[src/rtl/dlsc_pcie_s6_pkg.sv]
`default_nettype none
// ============================================================================
//  Module   : dlsc_pcie_s6_pkg
//  Brief    : Shared types and constants for the Spartan-6 PCIe TX path.
//  Revision : 1.0 - initial release
// ============================================================================
package dlsc_pcie_s6_pkg;

  // Transmit arbiter states
  typedef enum logic [1:0] {
    ST_IDLE    = 2'd0,
    ST_GNT_OB  = 2'd1,
    ST_GNT_CPL = 2'd2
  } arb_state_t;

  // Encoding of the last_grant flag
  localparam logic c_GRANT_OB  = 1'b0;
  localparam logic c_GRANT_CPL = 1'b1;

  // Idle level of the active-low TRN sideband signals
  localparam logic c_TRN_IDLE_N = 1'b1;

  // Output slice payload: {sof, eof, data[31:0]}
  localparam int c_DATA_W  = 32;
  localparam int c_SLICE_W = c_DATA_W + 2;
  localparam int c_EOF_BIT = c_DATA_W;
  localparam int c_SOF_BIT = c_DATA_W + 1;

endpackage
`default_nettype wire

[src/rtl/dlsc_pcie_s6_tx_slice.sv]
`default_nettype none
// ============================================================================
//  Module   : dlsc_pcie_s6_tx_slice
//  Brief    : Single-stage valid/ready register slice carrying data+eof+sof.
//  Revision : 1.0 - initial release
// ============================================================================
module dlsc_pcie_s6_tx_slice
  import dlsc_pcie_s6_pkg::*;
#(
  parameter int WIDTH = c_SLICE_W
) (
  input  logic             clk,
  input  logic             rst_n,
  input  logic             i_flush,
  input  logic             i_valid,
  output logic             o_ready,
  input  logic [WIDTH-1:0] i_data,
  output logic             o_valid,
  output logic [WIDTH-1:0] o_data,
  input  logic             i_ready
);

  logic             r_full;
  logic [WIDTH-1:0] r_data;

  // Slot can take a new word when empty or when it drains this cycle
  assign o_ready = !r_full || i_ready;
  assign o_valid = r_full;
  assign o_data  = r_data;

  // Load/drain the slot; a flush empties and clears it
  always_ff @(posedge clk or negedge rst_n) begin
    if (!rst_n) begin
      r_full <= 1'b0;
      r_data <= '0;
    end else if (i_flush) begin
      r_full <= 1'b0;
      r_data <= '0;
    end else if (o_ready) begin
      r_full <= i_valid;
      if (i_valid) begin
        r_data <= i_data;
      end
    end
  end

endmodule
`default_nettype wire

[src/rtl/dlsc_pcie_s6_tx_arb.sv]
`default_nettype none
// ============================================================================
//  Module   : dlsc_pcie_s6_tx_arb
//  Brief    : Packet arbiter between outbound and completion TLP streams
//             feeding the Spartan-6 PCIe TRN transmit interface.
//  Revision : 1.0 - initial release
// ============================================================================
module dlsc_pcie_s6_tx_arb
  import dlsc_pcie_s6_pkg::*;
#(
  parameter bit          CPL_PRIO   = 1'b0,
  parameter int unsigned BUF_AV_MIN = 1
) (
  input  logic        clk,
  input  logic        rst_n,
  // outbound request stream
  output logic        o_ob_ready,
  input  logic        i_ob_valid,
  input  logic [31:0] i_ob_data,
  input  logic        i_ob_last,
  // completion stream
  output logic        o_cpl_ready,
  input  logic        i_cpl_valid,
  input  logic [31:0] i_cpl_data,
  input  logic        i_cpl_last,
  // TRN transmit
  output logic [31:0] o_trn_td,
  output logic        o_trn_tsof_n,
  output logic        o_trn_teof_n,
  output logic        o_trn_tsrc_rdy_n,
  input  logic        i_trn_tdst_rdy_n,
  output logic        o_trn_tsrc_dsc_n,
  output logic        o_trn_tstr_n,
  input  logic [5:0]  i_trn_tbuf_av,
  input  logic        i_trn_lnk_up_n,
  output logic        o_tx_busy
);

  localparam logic [5:0] c_BUF_AV_MIN = 6'(BUF_AV_MIN);

  arb_state_t r_state, w_state_nxt;
  logic r_last_grant, r_first;
  logic r_ob_mid, r_ob_dropmid, r_cpl_mid, r_cpl_dropmid;
  logic w_link_up, w_can_start, w_pick_cpl;
  logic w_ob_drop, w_cpl_drop, w_ob_req, w_cpl_req;
  logic w_gnt_ob, w_gnt_cpl, w_ob_acc, w_cpl_acc;
  logic w_ob_ready, w_cpl_ready, w_ob_take, w_cpl_take;
  logic w_slice_ready, w_slice_full, w_slice_valid;
  logic [c_SLICE_W-1:0] w_slice_din, w_slice_dout;

  assign w_link_up   = !i_trn_lnk_up_n;
  // A stream is discarded while the link is down, and afterwards until the
  // end of any packet it was partway through
  assign w_ob_drop   = !w_link_up || r_ob_dropmid;
  assign w_cpl_drop  = !w_link_up || r_cpl_dropmid;
  assign w_ob_req    = i_ob_valid && !w_ob_drop;
  assign w_cpl_req   = i_cpl_valid && !w_cpl_drop;
  assign w_can_start = w_link_up && (i_trn_tbuf_av >= c_BUF_AV_MIN);
  assign w_pick_cpl  = w_cpl_req && (!w_ob_req || CPL_PRIO || (r_last_grant == c_GRANT_OB));

  // Grant decode, accept qualification and next-state
  always_comb begin
    w_gnt_ob    = 1'b0;
    w_gnt_cpl   = 1'b0;
    w_state_nxt = r_state;
    case (r_state)
      ST_IDLE: begin
        if (w_can_start) begin
          if (w_pick_cpl)    w_gnt_cpl = 1'b1;
          else if (w_ob_req) w_gnt_ob  = 1'b1;
        end
      end
      ST_GNT_OB:  w_gnt_ob  = w_link_up && !r_ob_dropmid;
      ST_GNT_CPL: w_gnt_cpl = w_link_up && !r_cpl_dropmid;
      default:    w_state_nxt = ST_IDLE;
    endcase
    w_ob_acc  = w_gnt_ob  && i_ob_valid  && w_slice_ready;
    w_cpl_acc = w_gnt_cpl && i_cpl_valid && w_slice_ready;
    if (!w_link_up)     w_state_nxt = ST_IDLE;
    else if (w_ob_acc)  w_state_nxt = i_ob_last  ? ST_IDLE : ST_GNT_OB;
    else if (w_cpl_acc) w_state_nxt = i_cpl_last ? ST_IDLE : ST_GNT_CPL;
  end

  // Arbiter state register
  always_ff @(posedge clk or negedge rst_n) begin
    if (!rst_n) r_state <= ST_IDLE;
    else        r_state <= w_state_nxt;
  end

  assign w_ob_ready  = w_ob_drop  || (w_gnt_ob  && w_slice_ready);
  assign w_cpl_ready = w_cpl_drop || (w_gnt_cpl && w_slice_ready);
  assign w_ob_take   = i_ob_valid  && w_ob_ready;
  assign w_cpl_take  = i_cpl_valid && w_cpl_ready;

  // Round-robin history and start-of-packet tracking
  always_ff @(posedge clk or negedge rst_n) begin
    if (!rst_n) begin
      r_last_grant <= c_GRANT_OB;
      r_first      <= 1'b1;
    end else begin
      if (w_ob_acc && i_ob_last)        r_last_grant <= c_GRANT_OB;
      else if (w_cpl_acc && i_cpl_last) r_last_grant <= c_GRANT_CPL;
      if (!w_link_up)                   r_first <= 1'b1;
      else if (w_ob_acc || w_cpl_acc)   r_first <= w_slice_din[c_EOF_BIT];
    end
  end

  // Per-stream packet position, used to keep discarding to a packet boundary
  always_ff @(posedge clk or negedge rst_n) begin
    if (!rst_n) begin
      r_ob_mid      <= 1'b0;
      r_ob_dropmid  <= 1'b0;
      r_cpl_mid     <= 1'b0;
      r_cpl_dropmid <= 1'b0;
    end else begin
      if (w_ob_take) begin
        r_ob_mid     <= !i_ob_last;
        r_ob_dropmid <= w_ob_drop && !i_ob_last;
      end else if (!w_link_up) begin
        r_ob_dropmid <= r_ob_mid;
      end
      if (w_cpl_take) begin
        r_cpl_mid     <= !i_cpl_last;
        r_cpl_dropmid <= w_cpl_drop && !i_cpl_last;
      end else if (!w_link_up) begin
        r_cpl_dropmid <= r_cpl_mid;
      end
    end
  end

  assign w_slice_valid = w_ob_acc || w_cpl_acc;
  assign w_slice_din   = w_gnt_cpl ? {r_first, i_cpl_last, i_cpl_data}
                                   : {r_first, i_ob_last,  i_ob_data};

  dlsc_pcie_s6_tx_slice #(
    .WIDTH (c_SLICE_W)
  ) u_slice (
    .clk     (clk),
    .rst_n   (rst_n),
    .i_flush (!w_link_up),
    .i_valid (w_slice_valid),
    .o_ready (w_slice_ready),
    .i_data  (w_slice_din),
    .o_valid (w_slice_full),
    .o_data  (w_slice_dout),
    .i_ready (!i_trn_tdst_rdy_n)
  );

  assign o_ob_ready       = rst_n && w_ob_ready;
  assign o_cpl_ready      = rst_n && w_cpl_ready;
  assign o_trn_td         = w_slice_dout[c_DATA_W-1:0];
  assign o_trn_tsof_n     = !(w_slice_full && w_slice_dout[c_SOF_BIT]);
  assign o_trn_teof_n     = !(w_slice_full && w_slice_dout[c_EOF_BIT]);
  assign o_trn_tsrc_rdy_n = !(w_slice_full && w_link_up);
  assign o_trn_tsrc_dsc_n = c_TRN_IDLE_N;
  assign o_trn_tstr_n     = c_TRN_IDLE_N;
  assign o_tx_busy        = (r_state != ST_IDLE) || w_slice_full;

endmodule
`default_nettype wire

[config.mk]
export PLATFORM = sky130hd
export DESIGN_NAME = dlsc_pcie_s6_tx_arb
export DESIGN_NICKNAME = d
export VERILOG_FILES = /design/src/rtl/dlsc_pcie_s6_pkg.sv /design/src/rtl/dlsc_pcie_s6_tx_slice.sv /design/src/rtl/dlsc_pcie_s6_tx_arb.sv
export SDC_FILE = /design/constraint.sdc
export NUM_CORES = 1
export LEC_CHECK = 0
export CAP_MARGIN = 20
export CORE_ASPECT_RATIO = 0.6
export CORE_MARGIN = 10
export CORE_UTILIZATION = 44
export DETAILED_ROUTE_END_ITERATION = 12
export PLACE_DENSITY = 0.84
export SYNTH_ARGS = -nofsm -noshare
export SYNTH_HDL_FRONTEND = slang
export SYNTH_SLANG_ARGS = --single-unit
[constraint.sdc]
create_clock -name clk -period 4.6 [get_ports clk]
set_input_delay 0.69 -clock clk [delete_from_list [all_inputs] [get_ports clk]]
set_output_delay 0.69 -clock clk [all_outputs]
set_load 0.01 [all_outputs]
# == Yosys cells after proc, flatten, opt, wreduce, memory -nomap -nowiden ==
# Cells that the tools add are included.
# word_totals
regBits,43
in_bits,78
output_inout_bits,40
word_cells,94
# classes
n_lt_le_gt_ge,1
eq_ne,3
mux,27
bitwise_logic,1
n_reduce_logical,53
# op_table
cell,n
34-bit two-way mux,3
33-bit two-way mux,1
1-bit logical AND,23
1-bit two-way mux,16
1-bit logical NOT,13
2-bit nonzero test,6
2-bit two-way mux,5
1-bit logical OR,8
6-bit by 1-bit greater-or-equal comparator with 1-bit output (second input constant),1
4-bit by 1-bit != test with 1-bit output (second input constant),1
1-bit case mux with 2 select lines,2
3-bit OR reduction,1
2-bit by 1-bit == test with 1-bit output (second input constant),1
2-bit == test (second input constant),1
2-bit logical NOT,1
2-bit AND reduction,1
1-bit NOT,1

# == Depth between registers and ports, before layout ==
# Gate-level depths: netlist (run 1).
# depth
word_depth,15
ltp_mapped,9
ltp_nobuf,6

# == Hierarchy ==
# Synthesis (run 1) repeated with hierarchy kept, for this count alone.
# unflattened
hier_cells,261
area_unflattened_um2,2842.7
# by_module_without_submodules
module,instances,cells_per_inst,area_each_um2,seq_area_each_um2
dlsc_pcie_s6_tx_slice,1,160,1834.3,875.8
dlsc_pcie_s6_tx_arb,1,101,1008.5,201.4

# == Worst setup path before layout (run 1) ==
# No wires, ideal clock.
# synth_timing
kind,input to register
startpoint,input i_trn_tbuf_av[5]
endpoint,"register u_slice.r_data[0], in the netlist u_slice.o_data[0]"
setup_time_ps,150
arrival_time_ps,2116
required_ps,4450
path_slack_ps,2334
stages,9
path_buffers,3
path_cell_list,nor4_2 nand2_1 a32o_1 buf_4 a31o_1 buf_6 buf_2 nor2_1 a211oi_2
# synth_via
elab_chain_len,9
elab_cells_between_ends,17
classes_between,order compare: 1; mux: 8; reduce/logical: 8
# synth_rtl
item,line,rtl
"start, declared",dlsc_pcie_s6_tx_arb.sv:34,"input logic [5:0] i_trn_tbuf_av,"
6-bit by 1-bit greater-or-equal comparator with 1-bit output *,dlsc_pcie_s6_tx_arb.sv:58,assign w_can_start = w_link_up && (i_trn_tbuf_av >= c_BUF_AV_MIN);
1-bit logical AND *,dlsc_pcie_s6_tx_arb.sv:58,
1-bit two-way mux,dlsc_pcie_s6_tx_arb.sv:68,if (w_can_start) begin
1-bit case mux with 2 select lines,dlsc_pcie_s6_tx_arb.sv:66,case (r_state)
1-bit logical AND (on tied branches) (2 in a row),"dlsc_pcie_s6_tx_arb.sv:77, dlsc_pcie_s6_tx_arb.sv:78",
1-bit logical OR,dlsc_pcie_s6_tx_arb.sv:131,assign w_slice_valid = w_ob_acc || w_cpl_acc;
2-bit nonzero test (no source line),n/a,
2-bit AND reduction (no source line),n/a,
"end signal, assigned",dlsc_pcie_s6_tx_slice.sv:42,r_data <= i_data;
"end, declared",dlsc_pcie_s6_tx_slice.sv:24,logic [WIDTH-1:0] r_data;
# Every way passes the cells marked *; elsewhere a longest branch is shown, timed or not. The select of a mux whose other input is x is not followed.
# A chain may end at the register's enable or synchronous reset.

# == Worst setup path after layout (run 1) ==
# layout_timing
startpoint,input i_ob_valid
endpoint,output o_ob_ready
# layout_via
elab_chain_len,10
elab_cells_between_ends,11
classes_between,mux: 4; reduce/logical: 7
# layout_rtl
item,line,rtl
"start, declared",dlsc_pcie_s6_tx_arb.sv:18,"input logic i_ob_valid,"
1-bit logical AND *,dlsc_pcie_s6_tx_arb.sv:56,assign w_ob_req = i_ob_valid && !w_ob_drop;
1-bit logical NOT,dlsc_pcie_s6_tx_arb.sv:59,assign w_pick_cpl = w_cpl_req && (!w_ob_req || CPL_PRIO || (r_last_grant == c_GRANT_OB));
1-bit logical OR,dlsc_pcie_s6_tx_arb.sv:59,
1-bit logical AND,dlsc_pcie_s6_tx_arb.sv:59,
1-bit two-way mux *,dlsc_pcie_s6_tx_arb.sv:69,if (w_pick_cpl) w_gnt_cpl = 1'b1;
1-bit two-way mux *,dlsc_pcie_s6_tx_arb.sv:68,
1-bit case mux with 2 select lines *,dlsc_pcie_s6_tx_arb.sv:66,
1-bit logical AND *,dlsc_pcie_s6_tx_arb.sv:90,assign w_ob_ready = w_ob_drop || (w_gnt_ob && w_slice_ready);
1-bit logical OR *,dlsc_pcie_s6_tx_arb.sv:90,
1-bit logical AND *,dlsc_pcie_s6_tx_arb.sv:149,assign o_ob_ready = rst_n && w_ob_ready;
"end, declared",dlsc_pcie_s6_tx_arb.sv:17,"output logic o_ob_ready,"
# Every way passes the cells marked *; elsewhere a longest branch is shown, timed or not.

==> results of run 1 <==
[per-stage QoR]
step / total power, mW / cell area, µm²
2_1_floorplan: 0.660 / 2630
3_3_place_gp: 0.778 / 3530
3_5_place_dp: 0.787 / 3530
4_1_cts: 1.08 / 3650
5_1_grt: 1.13 / 3650
6_report: 1.07 / 3650
[logic make-up after synthesis]
kind of cell           after synthesis  share of synthesized area, %
flip-flops                          43                          41.1
AO/OA/AOI/OAI                       50                          20.2
buffers and inverters               55                          14.6
other                                1                         0.143
AND/OR/NAND/NOR                     60                          9.79
multiplexers                        37                          14.1
[synthesized netlist by cell type, drive strengths merged]
| library cell | count |
|---|---|
| buf | 47 |
| dfrtp | 42 |
| nor2 | 38 |
| mux2i | 37 |
| a211oi | 32 |
| nand2 | 11 |
| a21oi | 6 |
| inv | 5 |
| clkbuf | 3 |
| a221oi | 2 |
| a31o | 2 |
| and3 | 2 |
| nor3 | 2 |
| o21ai | 2 |
| o31a | 2 |
| a32o | 1 |
| a32oi | 1 |
| and2 | 1 |
| conb | 1 |
| dfstp | 1 |
| nand2b | 1 |
| nand3 | 1 |
| nand3b | 1 |
| nor2b | 1 |
| nor4 | 1 |
| o2111a | 1 |
| o31ai | 1 |
| or3 | 1 |
[flip-flops by register name (all words and copies together) (netlist names)]
register         flops
r_cpl_mid            1
r_state              2
r_first              1
r_last_grant         1
u_slice.o_data      34
r_ob_dropmid         1
r_cpl_dropmid        1
r_ob_mid             1
u_slice.o_valid      1
[final cells by class]
class	instances	area [µm²]	area share, %
inverters	5	18.8	0.515
repair buffers	118	1160	31.9
clock inverters	3	43.8	1.20
clock buffers	5	68.8	1.89
multi-input cells	149	1170	32.2
flip-flops and latches	43	1080	29.5
well taps	80	100	2.74
[per-layer routing]
metal / share of wire [%] / routed length [µm] / global-route usage (%) / vias up
met5: 0 / 0 / 0 / -
met4: 0.62 / 43 / 3.24 / 0
met3: 10 / 712 / 7.20 / 5
met2: 42 / 2950 / 21.1 / 86
met1: 47 / 3260 / 18.8 / 935
li1: - / - / - / 981
[critical path: stages]
cell	delay [ns]
clkdlybuf4s50_1	0.57
nand3b_1	0.13
a32oi_1	0.30
a21oi_1	0.11
nor3_1	0.13
o31a_1	0.13
clkdlybuf4s50_1	0.53
[worst paths after layout]
path	to	start	cells past startpoint	slack, ns
hold reg to reg	u_slice.o_data[33]	r_first	2	0.52
max in group asynchronous	r_first	rst_n	2	3.52
min in group clk	u_slice.o_data[33]	r_first	2	0.52
setup / recovery	o_ob_ready	i_ob_valid	7	1.31
setup reg to reg	u_slice.o_data[12]	r_ob_dropmid	6	2.18
hold / removal	r_ob_dropmid	rst_n	1	0.34
[cell usage in the layout, fill, tap and decap left out, drive strengths merged, types with 5 or more instances in the layout]
| master | n |
|---|---|
| inv | 5 |
| a211oi | 32 |
| nor2 | 38 |
| dfrtp | 42 |
| clkbuf | 5 |
| clkdlybuf4s50 | 113 |
| mux2i | 37 |
| a21oi | 6 |
| nand2 | 11 |
| buf | 5 |
[where the power goes]
part           switching, mW  internal [mW]  leakage (nW)
clock                  0.130          0.162        0.0581
combinational          0.154          0.179         0.780
sequential            0.0241          0.419         0.569
total                  0.308          0.760          1.41
==> flow_summary.ini, run 1 <==
[placement]
dpl.cell_count = 395
dpl.hpwl_um = 5400
dp_slack_ns = 1.30
port_buffers = 115
place_congestion = 0.800

[cts]
cts_num_sinks = 43
cts_resized = 0
holdBufCountCts = 0
clk_pin_slew_worst_paths_ns = 0.09
cts_root_buf = clkbuf_8
clockBufferDepth = 2
cts_setup_buffers = 0
clk_latency_ns = 0.29
cts_made_buffers = 5
cts_tree = done
htree_levels = 2

[final_layout]
drive_above_1_share_pct = 15.2
num_antenna_cells = 0
syn_to_final_growth_pct = 39.1
instances_no_fill = 403
fin_util_pct = 64.3
fill_cells = 472
nNetsFinal = 400

[sta]
fin_crit_ns = 3.29
fin_setup_tns_ns = 0
drv_slew = 0
fin_ws_ns = 1.31
max_freq_mhz = 304
finalHoldViolCount = 0
report.final.setup_viol = 0
holdWs_ns = 0.344
fin_crit_sh_pct = 71.4
clock_skew_ns = 0.00973
worst_pin_slew_ns = 0.928
relSlewSlack_pct = 38.2
grt_setup_unrepaired = false

[synthesis]
synth_top_area_cell = dfrtp_1
synth_area_leaders = dfrtp_1 40%, a211oi_2 15%, mux2i_1 14%, buf_4 10%, nor2_1 5.4%
syn-instance-count = 246
syn-cell-area_um2 = 2620
avgSynthCellArea_um2 = 10.7
ys_types = 32
ys_seq_elements = 43
synth_top_area_share_pct = 40.1
yosysWarnings = 0
synth_seq_area_share_pct = 41.1

[pwr]
power.leakage_nw = 1.41
p_per_area_nw_per_um2 = 293
ir_drop_mv = 0.143

[routing]
ant_nets = 0
wl_per_cell_um = 17.3
drt_iter0_markers = 86
first_pass_iters = 4
route.detailed.drc = 0
vias = 2007
via_per_inst = 4.98
finalWirelength_um = 6960

[global_routing]
grt_pass1_vias = 2141
grt_usage_pct = 14.5
grt_pass1_wl_um = 11200
grt_max_degree = 71
grt_remaining_overflow = 0
antenna_found_initial = 0

[die]
die_height_um = 79.8
io_pins = 118
initial_core_util_pct = 46.2
rows = 21
core_region_area_um2 = 5680
die_x_um = 120
die-area_um2 = 9550

[critical_path]
arrival_ns = 2.60
cp-end-kind = output port
required_ns = 3.91
startpoint_type = input pin
crit_type = input pin to output port
crit_fanout = 6

[worst_hold_path]
hold_class = input pin to asynchronous set/reset pin

[flow_run]
maxCapViolCount = 0

[status]
status = finished clean
Note: power is estimated with default switching activity, not from simulation.
==> inputs of run 2 (changes only) <==
Settings changed: CORE_UTILIZATION 44 to 38, PLACE_DENSITY 0.84 to 0.77.
Clock period 4.6 ns to 2.9 ns, I/O delays scaled along.
==> run 2 against run 1 <==
Against the previous run:
- via count grew 1.0%
- combinational power grew 59%
- sequential power grew 59%
- largest power group unchanged
- design area grew 1.8%
- flip-flop and latch count is the same
- clock skew shrank 0.0062 ns
- total power grew 65%
- cell count grew 2.2%
==> flow_summary.ini, run 2 (synthesis results as in run 1) <==
[status]
status = finished clean

[global_routing]
grt_pass1_wl_um = 11000
grt_remaining_overflow = 0
grt_usage_pct = 12.4
grt_pass1_vias = 2105
antenna_found_initial = 0
grt_max_degree = 71

[sta]
fin_crit_ns = 2.82
finalHoldViolCount = 0
worst_pin_slew_ns = 0.944
holdWs_ns = 0.490
clock_skew_ns = 0.00351
report.final.setup_viol = 0
relSlewSlack_pct = 37.1
max_freq_mhz = 355
drv_slew = 0
fin_crit_sh_pct = 97.1

[final_layout]
fill_cells = 588
fin_util_pct = 55.6
layout_common_cells = 113 x clkdlybuf4s50_1, 42 x dfrtp_1, 38 x nor2_1
num_antenna_cells = 0
largest_reg_flops = 34
multi_input_area_um2 = 1190
nNetsFinal = 402
drive_above_1_share_pct = 16.0
finish.instance_area_um2 = 3710
mostFrequentLayoutCell = clkdlybuf4s50_1
ff_latch_area_um2 = 1080
syn_to_final_growth_pct = 41.7

[critical_path]
cp-end-kind = output port
crit_fanout = 6
startpoint_type = input pin
cp-startpoint = i_ob_valid
arrival_ns = 2.38
r2r_start = r_ob_dropmid
crit_type = input pin to output port
required_ns = 2.47

[pwr]
power.leakage_nw = 1.43
ir_drop_mv = 0.247
p_per_area_nw_per_um2 = 475

[placement]
dpl.hpwl_um = 5280
place_congestion = 0.912
port_buffers = 115
dpl_cell_area_um2 = 3550

[worst_hold_path]
hold_class = input pin to asynchronous set/reset pin

[routing]
drt_iter0_markers = 88
route.detailed.drc = 0
via_per_inst = 4.92
finalWirelength_um = 6970
ant_nets = 0
vias = 2028
first_pass_iters = 4
wl_per_cell_um = 16.9

[die]
die-area_um2 = 10700
io_pins = 118
die_height_um = 84.3
rows = 23
die_x_um = 127
core_region_area_um2 = 6680
initial_core_util_pct = 39.3

[cts]
cts_made_buffers = 5
clk_pin_slew_worst_paths_ns = 0.06
cts_tree = done
clockBufferDepth = 2
htree_levels = 2
cts_num_sinks = 43
cts_root_buf = clkbuf_16
clk_latency_ns = 0.27

[flow_run]
maxCapViolCount = 0
[run 2: cell types whose count changed in the layout (fill, tap and decap cells not counted), sizes merged]
cell / change
buf: +1
bufinv: -1
clkinv: +1
dlygate4sd3: +1
[run 2: worst max-delay path, cell delays in order]
cell and delay [ns]:
clkdlybuf4s50_1 0.58, nand3b_1 0.15, a32oi_2 0.28, a21oi_1 0.10, nor3_1 0.15, o31a_1 0.15, clkdlybuf4s50_1 0.54
[run 2: repair_timing]
item | CTS | global route
resized for setup | 0 | 2
endpoints found under the setup margin | 0 | 24
hold buffers | 1 | 0
endpoints found under the hold margin | 1 | 0
buffers inserted | 0 | 0
[run 2: worst paths after layout]
check	endpoint	slack, ns	cells past startpoint
hold reg to reg	u_slice.o_data[33]	0.52	2
max in group asynchronous	r_first	1.69	3
hold / removal	r_ob_mid	0.49	2
setup reg to reg	u_slice.o_data[29]	0.48	6
min in group clk	u_slice.o_data[33]	0.52	2
setup / recovery	o_ob_ready	0.08	7
[run 2: area by class of cell]
cell class                      instances  area share, %
Clock buffer                            5           3.37
Clock inverter                          3          0.404
Inverter                                5          0.505
Multi-Input combinational cell        149           32.0
Sequential cell                        43           29.0
Tap cell                               87           2.93
Timing Repair Buffer                  120           31.8
[run 2: metal layers]
layer	vias to the layer above	wire length (µm)	GRT usage, %
li1	989	-	-
met2	80	3090	19.0
met4	0	19	1.85
met3	2	627	5.59
met1	957	3230	15.9
met5	-	0	0
[run 2: per-stage QoR]
step                      worst slack, ns  TNS [ns]  std cells  power, mW
after global routing             -0.00428  -0.00428        412       1.87
after detailed placement          -0.0835     -1.40        403       1.25
after CTS                          0.0732         0        412       1.79
after floorplan                     0.889         0        247       1.05
after global placement             0.0963         0        403       1.23
final                              0.0846         0        412       1.77
[run 2: where the power goes]
part           switching, mW  internal (mW)  leakage [nW]  total (mW)
sequential            0.0383          0.666         0.569       0.705
combinational          0.244          0.287         0.792       0.531
clock                  0.216          0.314        0.0733       0.530
total                  0.498           1.27          1.43        1.77
